===== src/rtl/teatris_unidade_controle_pkg.sv =====
// ============================================================================
//  teatris_pkg : shared state encodings and limits for the TEAtris control unit
//  Revision 1.0
// ============================================================================
`default_nettype none

package teatris_pkg;

   localparam logic [3:0] EST_INICIAL     = 4'h0;
   localparam logic [3:0] EST_PREPARA     = 4'h1;
   localparam logic [3:0] EST_CARREGA     = 4'h2;
   localparam logic [3:0] EST_ESPERA      = 4'h3;
   localparam logic [3:0] EST_REGISTRA    = 4'h4;
   localparam logic [3:0] EST_COMPARA     = 4'h5;
   localparam logic [3:0] EST_PROXIMA     = 4'h6;
   localparam logic [3:0] EST_PENALIDADE  = 4'h7;
   localparam logic [3:0] EST_FIM_ACERTO  = 4'hA;
   localparam logic [3:0] EST_FIM_TIMEOUT = 4'hD;
   localparam logic [3:0] EST_FIM_ERRO    = 4'hE;

   localparam int VIDAS_MAX = 7;

   typedef enum logic [3:0] {
      ST_INICIAL     = EST_INICIAL,
      ST_PREPARA     = EST_PREPARA,
      ST_CARREGA     = EST_CARREGA,
      ST_ESPERA      = EST_ESPERA,
      ST_REGISTRA    = EST_REGISTRA,
      ST_COMPARA     = EST_COMPARA,
      ST_PROXIMA     = EST_PROXIMA,
      ST_PENALIDADE  = EST_PENALIDADE,
      ST_FIM_ACERTO  = EST_FIM_ACERTO,
      ST_FIM_TIMEOUT = EST_FIM_TIMEOUT,
      ST_FIM_ERRO    = EST_FIM_ERRO
   } estado_t;

endpackage

`default_nettype wire


===== src/rtl/teatris_unidade_controle_if.sv =====
// ============================================================================
//  teatris_unidade_controle_if : control/status bundle between FSM and datapath
//  Revision 1.0
// ============================================================================
`default_nettype none

interface teatris_unidade_controle_if;

   logic       iniciar;
   logic       tem_jogada;
   logic       jogada_ok;
   logic       fim_sequencia;
   logic       timeout;

   logic       zera_contador;
   logic       conta_contador;
   logic       enable_memoria;
   logic       registra_jogada;
   logic       compara_jogada;
   logic       timer_restart;
   logic       pronto;
   logic       acertou;
   logic       errou;
   logic [2:0] db_vidas;
   logic [3:0] db_estado;

   // master is the control unit; slave is the datapath/top-level side
   modport master (
      input  iniciar, tem_jogada, jogada_ok, fim_sequencia, timeout,
      output zera_contador, conta_contador, enable_memoria, registra_jogada,
             compara_jogada, timer_restart, pronto, acertou, errou,
             db_vidas, db_estado
   );

   modport slave (
      output iniciar, tem_jogada, jogada_ok, fim_sequencia, timeout,
      input  zera_contador, conta_contador, enable_memoria, registra_jogada,
             compara_jogada, timer_restart, pronto, acertou, errou,
             db_vidas, db_estado
   );

endinterface

`default_nettype wire


===== src/rtl/teatris_unidade_controle.sv =====
// ============================================================================
//  teatris_unidade_controle : Moore FSM sequencing one TEAtris round, with lives
//  Revision 1.0
// ============================================================================
`default_nettype none

module teatris_unidade_controle
   import teatris_pkg::*;
#(
   parameter int VIDAS = 3
) (
   input  logic                        clock,
   input  logic                        reset,
   teatris_unidade_controle_if.master  bus
);

   localparam logic [2:0] VIDAS_INI = 3'(VIDAS);

   if ((VIDAS < 1) || (VIDAS > VIDAS_MAX)) begin : g_vidas_invalida
      $error("VIDAS out of range 1..%0d", VIDAS_MAX);
   end

   estado_t    estado;
   estado_t    proximo;
   logic [2:0] vidas;

   logic zera_contador;
   logic conta_contador;
   logic enable_memoria;
   logic registra_jogada;
   logic compara_jogada;
   logic timer_restart;
   logic pronto;
   logic acertou;
   logic errou;

   always_ff @(posedge clock) begin
      if (reset) begin
         estado <= ST_INICIAL;
         vidas  <= VIDAS_INI;
      end else begin
         estado <= proximo;
         // lives only drop on a rejected move and can never wrap below zero
         if (estado == ST_PREPARA) begin
            vidas <= VIDAS_INI;
         end else if ((estado == ST_COMPARA) && !bus.jogada_ok && (vidas != 3'd0)) begin
            vidas <= vidas - 3'd1;
         end
      end
   end

   always_comb begin
      proximo         = estado;
      zera_contador   = 1'b0;
      conta_contador  = 1'b0;
      enable_memoria  = 1'b0;
      registra_jogada = 1'b0;
      compara_jogada  = 1'b0;
      timer_restart   = 1'b0;
      pronto          = 1'b0;
      acertou         = 1'b0;
      errou           = 1'b0;

      case (estado)
         ST_INICIAL: begin
            if (bus.iniciar) proximo = ST_PREPARA;
         end
         ST_PREPARA: begin
            zera_contador = 1'b1;
            timer_restart = 1'b1;
            proximo       = ST_CARREGA;
         end
         ST_CARREGA: begin
            enable_memoria = 1'b1;
            proximo        = ST_ESPERA;
         end
         ST_ESPERA: begin
            // a move arriving together with the timeout still counts
            if (bus.tem_jogada)   proximo = ST_REGISTRA;
            else if (bus.timeout) proximo = ST_FIM_TIMEOUT;
         end
         ST_REGISTRA: begin
            registra_jogada = 1'b1;
            proximo         = ST_COMPARA;
         end
         ST_COMPARA: begin
            compara_jogada = 1'b1;
            if (bus.jogada_ok) begin
               proximo = bus.fim_sequencia ? ST_FIM_ACERTO : ST_PROXIMA;
            end else begin
               proximo = (vidas <= 3'd1) ? ST_FIM_ERRO : ST_PENALIDADE;
            end
         end
         ST_PROXIMA: begin
            conta_contador = 1'b1;
            timer_restart  = 1'b1;
            proximo        = ST_CARREGA;
         end
         ST_PENALIDADE: begin
            timer_restart = 1'b1;
            proximo       = ST_ESPERA;
         end
         ST_FIM_ACERTO: begin
            pronto  = 1'b1;
            acertou = 1'b1;
            if (bus.iniciar) proximo = ST_PREPARA;
         end
         ST_FIM_ERRO, ST_FIM_TIMEOUT: begin
            pronto = 1'b1;
            errou  = 1'b1;
            if (bus.iniciar) proximo = ST_PREPARA;
         end
         default: begin
            proximo = ST_INICIAL;
         end
      endcase
   end

   assign bus.zera_contador   = zera_contador;
   assign bus.conta_contador  = conta_contador;
   assign bus.enable_memoria  = enable_memoria;
   assign bus.registra_jogada = registra_jogada;
   assign bus.compara_jogada  = compara_jogada;
   assign bus.timer_restart   = timer_restart;
   assign bus.pronto          = pronto;
   assign bus.acertou         = acertou;
   assign bus.errou           = errou;
   assign bus.db_vidas        = vidas;
   assign bus.db_estado       = estado;

endmodule

`default_nettype wire


===== src/flat_wrapper.sv =====
// flat-port wrapper written by rule: the top's interface ports become plain ports
module teatris_unidade_controle_flat import teatris_pkg::*;
#(
   parameter int VIDAS = 3
)
  (clock, reset, bus_iniciar, bus_tem_jogada, bus_jogada_ok, bus_fim_sequencia, bus_timeout, bus_zera_contador, bus_conta_contador, bus_enable_memoria, bus_registra_jogada, bus_compara_jogada, bus_timer_restart, bus_pronto, bus_acertou, bus_errou, bus_db_vidas, bus_db_estado);
  teatris_unidade_controle_if bus_i ();
  input  logic clock;
  input  logic reset;
  input wire logic [$bits(bus_i.iniciar)-1:0] bus_iniciar;
  input wire logic [$bits(bus_i.tem_jogada)-1:0] bus_tem_jogada;
  input wire logic [$bits(bus_i.jogada_ok)-1:0] bus_jogada_ok;
  input wire logic [$bits(bus_i.fim_sequencia)-1:0] bus_fim_sequencia;
  input wire logic [$bits(bus_i.timeout)-1:0] bus_timeout;
  output wire logic [$bits(bus_i.zera_contador)-1:0] bus_zera_contador;
  output wire logic [$bits(bus_i.conta_contador)-1:0] bus_conta_contador;
  output wire logic [$bits(bus_i.enable_memoria)-1:0] bus_enable_memoria;
  output wire logic [$bits(bus_i.registra_jogada)-1:0] bus_registra_jogada;
  output wire logic [$bits(bus_i.compara_jogada)-1:0] bus_compara_jogada;
  output wire logic [$bits(bus_i.timer_restart)-1:0] bus_timer_restart;
  output wire logic [$bits(bus_i.pronto)-1:0] bus_pronto;
  output wire logic [$bits(bus_i.acertou)-1:0] bus_acertou;
  output wire logic [$bits(bus_i.errou)-1:0] bus_errou;
  output wire logic [$bits(bus_i.db_vidas)-1:0] bus_db_vidas;
  output wire logic [$bits(bus_i.db_estado)-1:0] bus_db_estado;
  assign bus_i.iniciar = bus_iniciar;
  assign bus_i.tem_jogada = bus_tem_jogada;
  assign bus_i.jogada_ok = bus_jogada_ok;
  assign bus_i.fim_sequencia = bus_fim_sequencia;
  assign bus_i.timeout = bus_timeout;
  assign bus_zera_contador = bus_i.zera_contador;
  assign bus_conta_contador = bus_i.conta_contador;
  assign bus_enable_memoria = bus_i.enable_memoria;
  assign bus_registra_jogada = bus_i.registra_jogada;
  assign bus_compara_jogada = bus_i.compara_jogada;
  assign bus_timer_restart = bus_i.timer_restart;
  assign bus_pronto = bus_i.pronto;
  assign bus_acertou = bus_i.acertou;
  assign bus_errou = bus_i.errou;
  assign bus_db_vidas = bus_i.db_vidas;
  assign bus_db_estado = bus_i.db_estado;
  teatris_unidade_controle #(.VIDAS(VIDAS)) u_core (.clock(clock), .reset(reset), .bus(bus_i));
endmodule

===== config.mk =====
export PLATFORM = sky130hd
export DESIGN_NAME = teatris_unidade_controle_flat
export DESIGN_NICKNAME = d
export VERILOG_FILES = /design/src/rtl/teatris_unidade_controle_pkg.sv /design/src/rtl/teatris_unidade_controle_if.sv /design/src/rtl/teatris_unidade_controle.sv /design/src/flat_wrapper.sv
export SDC_FILE = /design/constraint.sdc
export NUM_CORES = 1
export LEC_CHECK = 0
export ABC_AREA = 0
export BUFFER_PORTS_ARGS = -buffer_cell sky130_fd_sc_hd__buf_4
export CORE_AREA = 2 2 39 41
export DETAILED_ROUTE_END_ITERATION = 8
export DIE_AREA = 0 0 41 43
export MAX_ROUTING_LAYER = met4
export PLACE_DENSITY = 0.74
export REMOVE_ABC_BUFFERS = 1
export SYNTH_ARGS = -nofsm -noshare
export SYNTH_HDL_FRONTEND = slang
export SYNTH_SLANG_ARGS = --single-unit

===== constraint.sdc =====
create_clock -name clock -period 2.8 [get_ports clock]
set_input_delay 0.14 -clock clock [delete_from_list [all_inputs] [get_ports clock]]
set_output_delay 0.14 -clock clock [all_outputs]
set_load 0.05 [all_outputs]

==> metrics.txt, run 1 <==
status completed; total die area 1763 um^2; Synth Cell Area 624.3 um^2; Vias 668; worst setup path startpoint u_core.bus.db_estado[0]; Crit Reg-Reg Endpoint u_core.bus.db_vidas[2]; Detailed Route Iter0 Violations 10; R2R Setup Slk 1.00 ns; Mapped Cells 81; Hold Path Class in -> reg; largest net degree at the start of global routing 17; # Max-Cap Violations 0; # fillers 141; Hold Startpoint reset; top post-synthesis cells by area dfxtp_1 (22%), nor2_1 (6.6%), ha_1 (6.0%); DRT Wirelength 1.540 mm; later-pin clock latency in the skew report 0.24 ns; grt total ovfl 0; pwr dens 688.1 nW/um^2; Die W 41 um; Synth async-reset ratio 0%; FMAX 539.9 MHz; share of cells above drive strength 1 31.07%; number of remaining DRC errors 0; Port Buffer Count 22; Initial DRT Pass Iterations 4; crit path kind reg -> out; LEAKAGE 0.3411 nW; Post-synth top flop dfxtp_1; Final Instance Area 807.0 um^2; first-pass GRT wire length 2.339 mm; worst r2r src u_core.bus.db_vidas[0]; top-area cell type share of the netlist area 22.44%; Post-CTS Hold Buffers 0; clock tree buffer depth 2; diode count 0; I/O pin total 23; peak supply drop 389.4 uV; placed cell area 780.7 um^2; GP Congestion 0.7488; Worst Tran Pin Value 0.5270 ns; placement row count 14; Final min period 1.852 ns; highest net fanout along the worst path 15; Reg clk slew, reported paths 0.05 ns; CTS tree yes; clk_skew 0.004282 ns; total negative slack 0 ns; CP startpoint kind register; hpwl dp 1.188 mm; die height 43 um; hold slack 0.1233 ns; register area share after synthesis 22.44%; Final Hold Fails 0; setup bufs post-CTS 0; Avg Cell Area, Syn 7.708 um^2; relative slew slack 64.82%; CP endpoint kind output port; Vias/cell 5.613; RSZ-0062 raised after global routing no; Final Power 0.0005553 W; CTS Root Cell clkbuf_4; initial antenna violation count 0; Max H-tree Level 1; post-CTS resize count 0; reg2reg path depth 6; Tcrit/Tclk final 66.15%; WP data required 2.66 ns; Nets 114; CP arrival 1.71 ns; Yosys reg bits 7; YS warnings 0; post-synth cell types 40; Starting Density 45.12%; Core ar. 1384 um^2; Avg WL per Cell 12.94 um; Final Slew Violations 0; vias in the first global route 549; Num CTS Buffers 3; worst hold endpoint u_core.bus.db_estado[2]; Total GRT Usage 19.61%; total clock sinks 7; worst hold path depth 2; Synth area leader dfxtp_1; number of synthesized flops with an enable pin 0; Setup Viol. Count Final 0; area grow syn2layout 29.26%; Post-DRT Antenna Nets 0
## cell families after synthesis
group | Yosys count | synth area share [%]
simple gates | 38 | 36.07
compound gates | 21 | 25.25
buf+inv | 11 | 8.819
flops | 7 | 22.44
fa+ha+maj | 3 | 6.013
xor+xnor | 1 | 1.403
## area by class of cell
class                   count  area, um^2  share of cell area, %
multi-input cells          63       429.2                  53.18
flip-flops and latches      7       140.1                  17.36
repair buffers             22       165.2                  20.47
inverters                   7       26.28                  3.256
well taps                  16       20.02                  2.481
clock buffers               4       26.28                  3.256
## synth_stat cells, types with 2 or more instances
| cell | count |
|---|---|
| ha_1 | 3 |
| dfxtp_1 | 7 |
| o22ai_1 | 2 |
| nand2_1 | 6 |
| o21ai_0 | 2 |
| buf_2 | 2 |
| a21oi_1 | 3 |
| nor2_1 | 11 |
| nand2b_2 | 2 |
| nor3_1 | 6 |
| inv_1 | 7 |
| nand2b_1 | 2 |
## state kept, by name (all words and copies together), names as in the netlist
name / flops
u_core.bus.db_estado: 4
u_core.bus.db_vidas: 3
## routing by layer
metal / share of wire [%] / global-route usage [%] / vias up
li1: - / - / 341
met1: 43 / 23.38 / 303
met2: 50 / 32.19 / 22
met3: 6.6 / 1.571 / 2
met4: 0.52 / 8.000 / 0
met5: 0 / - / -
## worst max path at each step
stage / to / slack, ns / cells past startpoint
after detailed placement: u_core.bus.db_vidas[2] / 1.02 / 6
after global routing: bus_zera_contador / 0.83 / 3
after CTS: bus_zera_contador / 0.97 / 3
after floorplan: u_core.bus.db_vidas[1] / 0.28 / 4
final: bus_zera_contador / 0.95 / 3
after global placement: u_core.bus.db_estado[3] / 1.06 / 4
## report_power, final
group | internal [W] | switching [W] | total [W] | leakage, nW
clock | 0.0000542 | 0.0000341 | 0.0000883 | 0.0150
combinational | 0.000109 | 0.000190 | 0.000299 | 0.269
sequential | 0.000114 | 0.0000544 | 0.000168 | 0.0570
## worst max-delay path, cell delays in order (launching register included)
cell and delay (ns):
dfxtp_1 0.64, nand2b_4 0.15, nor3_1 0.38, buf_4 0.28
## per-stage QoR
stage / worst slack, ns / std cells / util (%)
6_report: 0.9479 / 119 / 58.32
2_1_floorplan: 0.2843 / 77 / -
5_1_grt: 0.8345 / 119 / 58.32
3_5_place_dp: 1.021 / 115 / 56.42
4_1_cts: 0.9715 / 119 / 58.32
3_3_place_gp: 1.057 / 115 / 56.42
## cell usage in the layout, fill, tap and decap left out, drive strengths merged, types with 2 or more instances in the layout
master  synthesis  final
nor3            6      6
nand2           6      6
o22ai           2      2
nor2           11     11
a21oi           3      3
o21ai           3      3
inv             7      7
nand2b          5      5
buf             4     22
dfxtp           7      7
nor4            3      3
ha              3      3
clkbuf          0      4
Power figures use the tool's default switching activity.
==> run 2: changes to the inputs <==
- ABC_AREA: 0 -> 1
- CORE_AREA: 2 2 39 41 -> unset
- CORE_UTILIZATION: unset -> 41
- DIE_AREA: 0 0 41 43 -> unset
- PLACE_DENSITY: 0.74 -> 0.7
- clock period: 2.8 -> 1.67 ns (I/O delays scaled with it)
==> run 2 against run 1 <==
- global-route usage is 1.3 points higher
- combinational power is 130% higher
- synthesized area is 9.0% lower
- clock power is 73% higher
==> metrics.txt, run 2 <==
Detailed Route Iter0 Violations 14 (+4); Final Slew Violations 0 (unchanged); I/O pin total 23 (unchanged); Synth Cell Area 568.0 um^2 (-9.0%); Vias 646 (-3.3%); Core Util, Final 59.81% (+1.5 points); Tcrit/Tclk final 91.42%; Final min period 1.527 ns; Mapped Cells 97 (+20%); CP arrival 1.44 ns (-0.27 ns); pwr dens 1420 nW/um^2 (+110%); # fillers 140 (-0.71%); commonest non-fill, non-tap cell in the layout nand2_1; top post-synthesis cells by area dfxtp_1 (25%), nand2_1 (20%), inv_1 (12%); Avg Cell Area, Syn 5.856 um^2 (-24%); CTS Root Cell clkbuf_4; register area share after synthesis 24.67% (+2.2 points); hold slack 0.02569 ns (-0.09762 ns); Post-synth top flop dfxtp_1; highest net fanout along the worst path 7 (-8); number of flip-flops in the largest register 4 (unchanged); clk_skew 0.003209 ns (-0.001073 ns); Initial DRT Pass Iterations 4 (unchanged); setup bufs post-CTS 0 (unchanged); Starting Density 43.65% (-1.5 points); hpwl dp 1.066 mm (-10%); area grow syn2layout 37.00%; Nets 134 (+18%); grt total ovfl 0 (unchanged); GP Congestion 0.8267 (+10%); most frequent cells in the layout nand2_1 (30), buf_4 (22), inv_1 (18); CP endpoint kind output port; vias in the first global route 507 (-7.7%); Synth area leader dfxtp_1; diode count 0 (unchanged); PnR worst setup slack 0.1432 ns (-0.8046 ns); Max H-tree Level 1 (unchanged); Num CTS Buffers 3 (unchanged); die height 39.22 um (-8.8%); Final Instance Area 778.2 um^2 (-3.6%); total clock sinks 7 (unchanged); relative slew slack 81.90% (+17 points); placement row count 13 (-1); Setup Viol. Count Final 0 (unchanged); Post-CTS Hold Buffers 0 (unchanged); Post-DRT Antenna Nets 0 (unchanged); placed cell area 752.0 um^2 (-3.7%); most frequent cell after synthesis nand2_1; Core ar. 1301 um^2 (-6.0%); Reg clk slew, reported paths 0.05 ns (about the same); CTS tree yes; Worst Tran Pin Value 0.2712 ns (-0.2559 ns); Vias/cell 4.681 (-17%); FMAX 655.0 MHz; status completed; initial antenna violation count 0 (unchanged); Synth async-reset ratio 0% (unchanged); synth cell count leaders nand2_1 (30), inv_1 (18), nor2_1 (9); RSZ-0062 raised after global routing no; CP startpoint kind register; YS warnings 0 (unchanged); Hold Path Class in -> reg; post-synth cell types 17 (-57%); Avg WL per Cell 9.261 um (-28%); setup slack at placement 0.3173 ns (-0.7036 ns); share of cells above drive strength 1 30.08% (-0.99 points); Yosys reg bits 7 (unchanged); Port Buffer Count 22 (unchanged); clock tree buffer depth 2 (unchanged); placed cells 134 (+17%); largest net degree at the start of global routing 8 (-9); post-CTS resize count 0 (unchanged); Total GRT Usage 20.93% (+1.3 points); first-pass GRT wire length 2.042 mm (-13%); Die W 39.22 um (-4.3%); number of synthesized flops with an enable pin 0 (unchanged); # Max-Cap Violations 0 (unchanged); WP data required 1.59 ns (-1.07 ns); non-filler cells, final 138 (+16%); LEAKAGE 0.4648 nW (+36%); top-area cell type share of the netlist area 24.67% (+2.2 points); Final Hold Fails 0 (unchanged); DRT Wirelength 1.278 mm (-17%); crit path kind reg -> out; peak supply drop 1080 uV (+180%); total die area 1538 um^2 (-13%); later-pin clock latency in the skew report 0.25 ns (about the same); number of remaining DRC errors 0 (unchanged)
[run 2: changes by cell type in the layout (fill, tap and decap cells not counted), sizes merged, moves of 2 or more]
| cell | previous run | this run |
|---|---|---|
| nand2 | 6 | 34 |
| inv | 7 | 21 |
| nand3 | 1 | 7 |
| nand2b | 5 | 0 |
| nor3 | 6 | 2 |
| a21oi | 3 | 6 |
| nor4 | 3 | 0 |
| nor2 | 11 | 13 |
| o22ai | 2 | 0 |
[run 2: metrics by stage]
step                      TNS (ns)  total power, W
after floorplan            -0.3545       0.0007717
after global placement           0       0.0009465
after detailed placement         0       0.0009531
after CTS                        0        0.001111
after global routing             0        0.001185
final                            0        0.001105
[run 2: final cells by class]
class / instances / area [um^2] / area share (%)
Tap cell: 15 / 18.77 / 2.412
Inverter: 21 / 78.83 / 10.13
Sequential cell: 7 / 140.1 / 18.01
Multi-Input combinational cell: 69 / 349.1 / 44.86
Clock buffer: 4 / 26.28 / 3.376
Timing Repair Buffer: 22 / 165.2 / 21.22
[run 2: power breakdown]
| part | total (W) | switching, W | internal (W) |
|---|---|---|---|
| sequential | 0.000250 | 0.0000536 | 0.000197 |
| combinational | 0.000702 | 0.000495 | 0.000206 |
| clock | 0.000153 | 0.0000618 | 0.0000911 |
| total | 0.00110 | 0.000611 | 0.000494 |
[run 2: kinds of logic (layout without fill, tap and decap cells)]
logic type                 count (synthesis)  in the layout  share of synthesized area (%)
AOI/OAI and AO/OA                         10             10                          9.693
adders and majority gates                  3              3                          6.609
DFF                                        7              7                          24.67
buffers and inverters                     21             47                          13.88
and+or+nand+nor                           56             56                          45.15
[run 2: worst paths after layout]
kind	cells after the start	startpoint	slack, ns	to
worst min-delay path	2	reset	0.03	u_core.bus.db_estado[1]
worst min register to register	2	u_core.bus.db_vidas[1]	0.53	u_core.bus.db_vidas[1]
worst max register to register	8	u_core.bus.db_vidas[0]	0.31	u_core.bus.db_vidas[2]
worst max-delay path	7	u_core.bus.db_estado[1]	0.14	bus_timer_restart
[run 2: per-layer routing]
metal | vias to the layer above | track usage (%) | part of all wire [%]
met5 | - | - | 0
met4 | 0 | 12.93 | 1.8
met3 | 4 | 4.046 | 5.4
met2 | 17 | 29.58 | 43
met1 | 278 | 27.08 | 49
li1 | 347 | - | -
[run 2: critical path, stage by stage, from the launching register on]
cell and delay [ns]:
dfxtp_1 0.44, inv_1 0.08, nor2_1 0.12, inv_1 0.08
o21ai_1 0.16, inv_1 0.05, nand2_1 0.06, buf_4 0.19
==> run 3: changes to the inputs <==
- ABC_AREA: 1 -> unset
- CORE_UTILIZATION: 41 -> 42
==> run 3 against run 2 <==
- clock skew about the same
- largest cell class unchanged
- design area is 15% higher
- via count grew 17%
- routed wire length increased by 37%
- clock power about the same
- largest power group unchanged
- core utilization is 7.1 points higher
- power fell by 9.6%
- global-route usage grew 5.3 points
- sequential share of layout area down 1.9 points
- cell count shrank 7.2%
- die area rose by 6.9%
==> metrics.txt, run 3 (same netlist as run 1, synthesis figures left out) <==
diode count 0 (unchanged); total die area 1645 um^2 (+6.9%); Post-CTS Hold Buffers 0 (unchanged); I/O pin total 23 (unchanged); Vias 756 (+17%); hold slack 0.05672 ns (+0.03104 ns); # Max-Cap Violations 0 (unchanged); Final min period 1.597 ns (+0.07054 ns); share of cells above drive strength 1 41.59% (+12 points); worst hold endpoint u_core.bus.db_estado[2]; grt total ovfl 0 (unchanged); CP endpoint kind output port; Post-DRT Antenna Nets 0 (unchanged); Tcrit/Tclk final 95.65% (+4.2 points); non-filler cells, final 128 (-7.2%); clk_skew 0.003562 ns (+0.0003526 ns); worst r2r src u_core.bus.db_estado[0]; Final Hold Fails 0 (unchanged); commonest non-fill, non-tap cell in the layout buf_4; slowest stage cell, crit path dfxtp_1; Final Slew Violations 0 (unchanged); Worst Tran Pin Value 0.6182 ns (+0.3470 ns); WP data required 1.59 ns (about the same); CP arrival 1.51 ns (+0.07 ns); area grow syn2layout 42.89%; peak supply drop 718.7 uV (-33%); CP startpoint kind register; CTS tree yes; Crit Reg-Reg Endpoint u_core.bus.db_estado[3]; die height 40.56 um (+3.4%); vias in the first global route 613 (+21%); Initial DRT Pass Iterations 4 (unchanged); Avg WL per Cell 13.73 um (+48%); Max H-tree Level 1 (unchanged); Core ar. 1334 um^2 (+2.5%); Reg clk slew, reported paths 0.05 ns (about the same); placed cells 124 (-7.5%); CP max stage delay 0.56 ns (+0.12 ns); number of flip-flops in the largest register 4 (unchanged); worst hold path depth 2 (unchanged); Hold Path Class in -> reg; Starting Density 46.81% (+3.2 points); Nets 124 (-7.5%); most frequent CP cell buf_4; status completed; Total GRT Usage 26.19% (+5.3 points); pwr dens 1120 nW/um^2 (-21%); crit-path cells nand2_1 -> o22ai_1 -> buf_4 -> buf_4; Vias/cell 5.906 (+26%); family with the most delay on the worst path flip-flops; relative slew slack 58.21% (-24 points); Num CTS Buffers 3 (unchanged); Setup Viol. Count Final 0 (unchanged); first-pass GRT wire length 2.718 mm (+33%); highest net fanout along the worst path 11 (+4); number of remaining DRC errors 0 (unchanged); largest net degree at the start of global routing 12 (+4); clock tree buffer depth 2 (unchanged); Die W 40.56 um (+3.4%); GP Congestion 0.8071 (-2.4%); setup slack at placement 0.03260 ns (-0.2847 ns); R2R Setup Slk 0.09 ns (-0.22 ns); initial antenna violation count 0 (unchanged); DRT Wirelength 1.757 mm (+37%); FMAX 626.1 MHz (-4.4%); PnR worst setup slack 0.07269 ns (-0.07054 ns); Detailed Route Iter0 Violations 24 (+10); Hold Startpoint reset; hpwl dp 1.384 mm (+30%); CTS Root Cell clkbuf_4; crit path kind reg -> out; LEAKAGE 0.3931 nW (-15%); reg2reg path depth 4 (-4); placement row count 13 (unchanged); later-pin clock latency in the skew report 0.25 ns (about the same); most frequent cells in the layout buf_4 (32), nor2_1 (11), inv_1 (7); CP bufs+invs 2 (-2); Port Buffer Count 22 (unchanged); total clock sinks 7 (unchanged)
run 3: worst register-to-register path: stages (launching register included):
cell,delay [ns]
dfxtp_1,0.46
nand2_1,0.15
nor4b_1,0.59
o21a_1,0.21
a311oi_1,0.04
run 3: repair_timing:
item | CTS | global route
resized for setup | 0 | 5
setup endpoints to repair | 0 | 4
buffers inserted | 0 | 0
run 3: final cells by class:
class                           instances  area (um^2)
Clock buffer                            4        26.28
Fill cell                             124        441.7
Inverter                                7        26.28
Multi-Input combinational cell         63        436.7
Sequential cell                         7        143.9
Tap cell                               15        18.77
Timing Repair Buffer                   32        240.2
run 3: how the worst max path moves through the flow:
stage	from	to	slack, ns	cells after the start
global route	u_core.bus.db_estado[3]	bus_acertou	-0.02	4
CTS	u_core.bus.db_vidas[1]	u_core.bus.db_vidas[2]	0.01	6
detailed placement	u_core.bus.db_vidas[1]	u_core.bus.db_vidas[2]	0.03	6
floorplan	u_core.bus.db_estado[0]	u_core.bus.db_vidas[1]	-0.85	4
global placement	u_core.bus.db_vidas[1]	u_core.bus.db_vidas[2]	0.12	6
finish	u_core.bus.db_estado[3]	bus_pronto	0.07	4
run 3: stage by stage:
stage / instance area (um^2) / setup TNS [ns] / utilization (%) / power (W)
final: 892.1 / 0 / 66.89 / 0.0009988
after global routing: 892.1 / -0.03399 / 66.89 / 0.001063
after CTS: 880.8 / 0 / 66.04 / 0.0009958
after detailed placement: 854.6 / 0 / 64.07 / 0.0008365
after global placement: 854.6 / 0 / 64.07 / 0.0008343
after floorplan: 595.6 / -8.269 / - / 0.0006411
run 3: where the power goes:
group / total (W) / internal [W] / leakage (nW) / switching [W]
logic: 0.000601 / 0.000222 / 0.322 / 0.000378
registers: 0.000243 / 0.000191 / 0.0565 / 0.0000515
clock network: 0.000156 / 0.0000913 / 0.0150 / 0.0000643
total: 0.000999 / 0.000505 / 0.393 / 0.000494
run 3: layer usage:
metal / wire, um / GRT usage [%] / vias to the layer above
li1: - / - / 360
met1: 806 / 31.92 / 366
met2: 837 / 40.87 / 28
met3: 108 / 8.333 / 2
met4: 5 / 7.500 / 0
met5: 0 / - / -
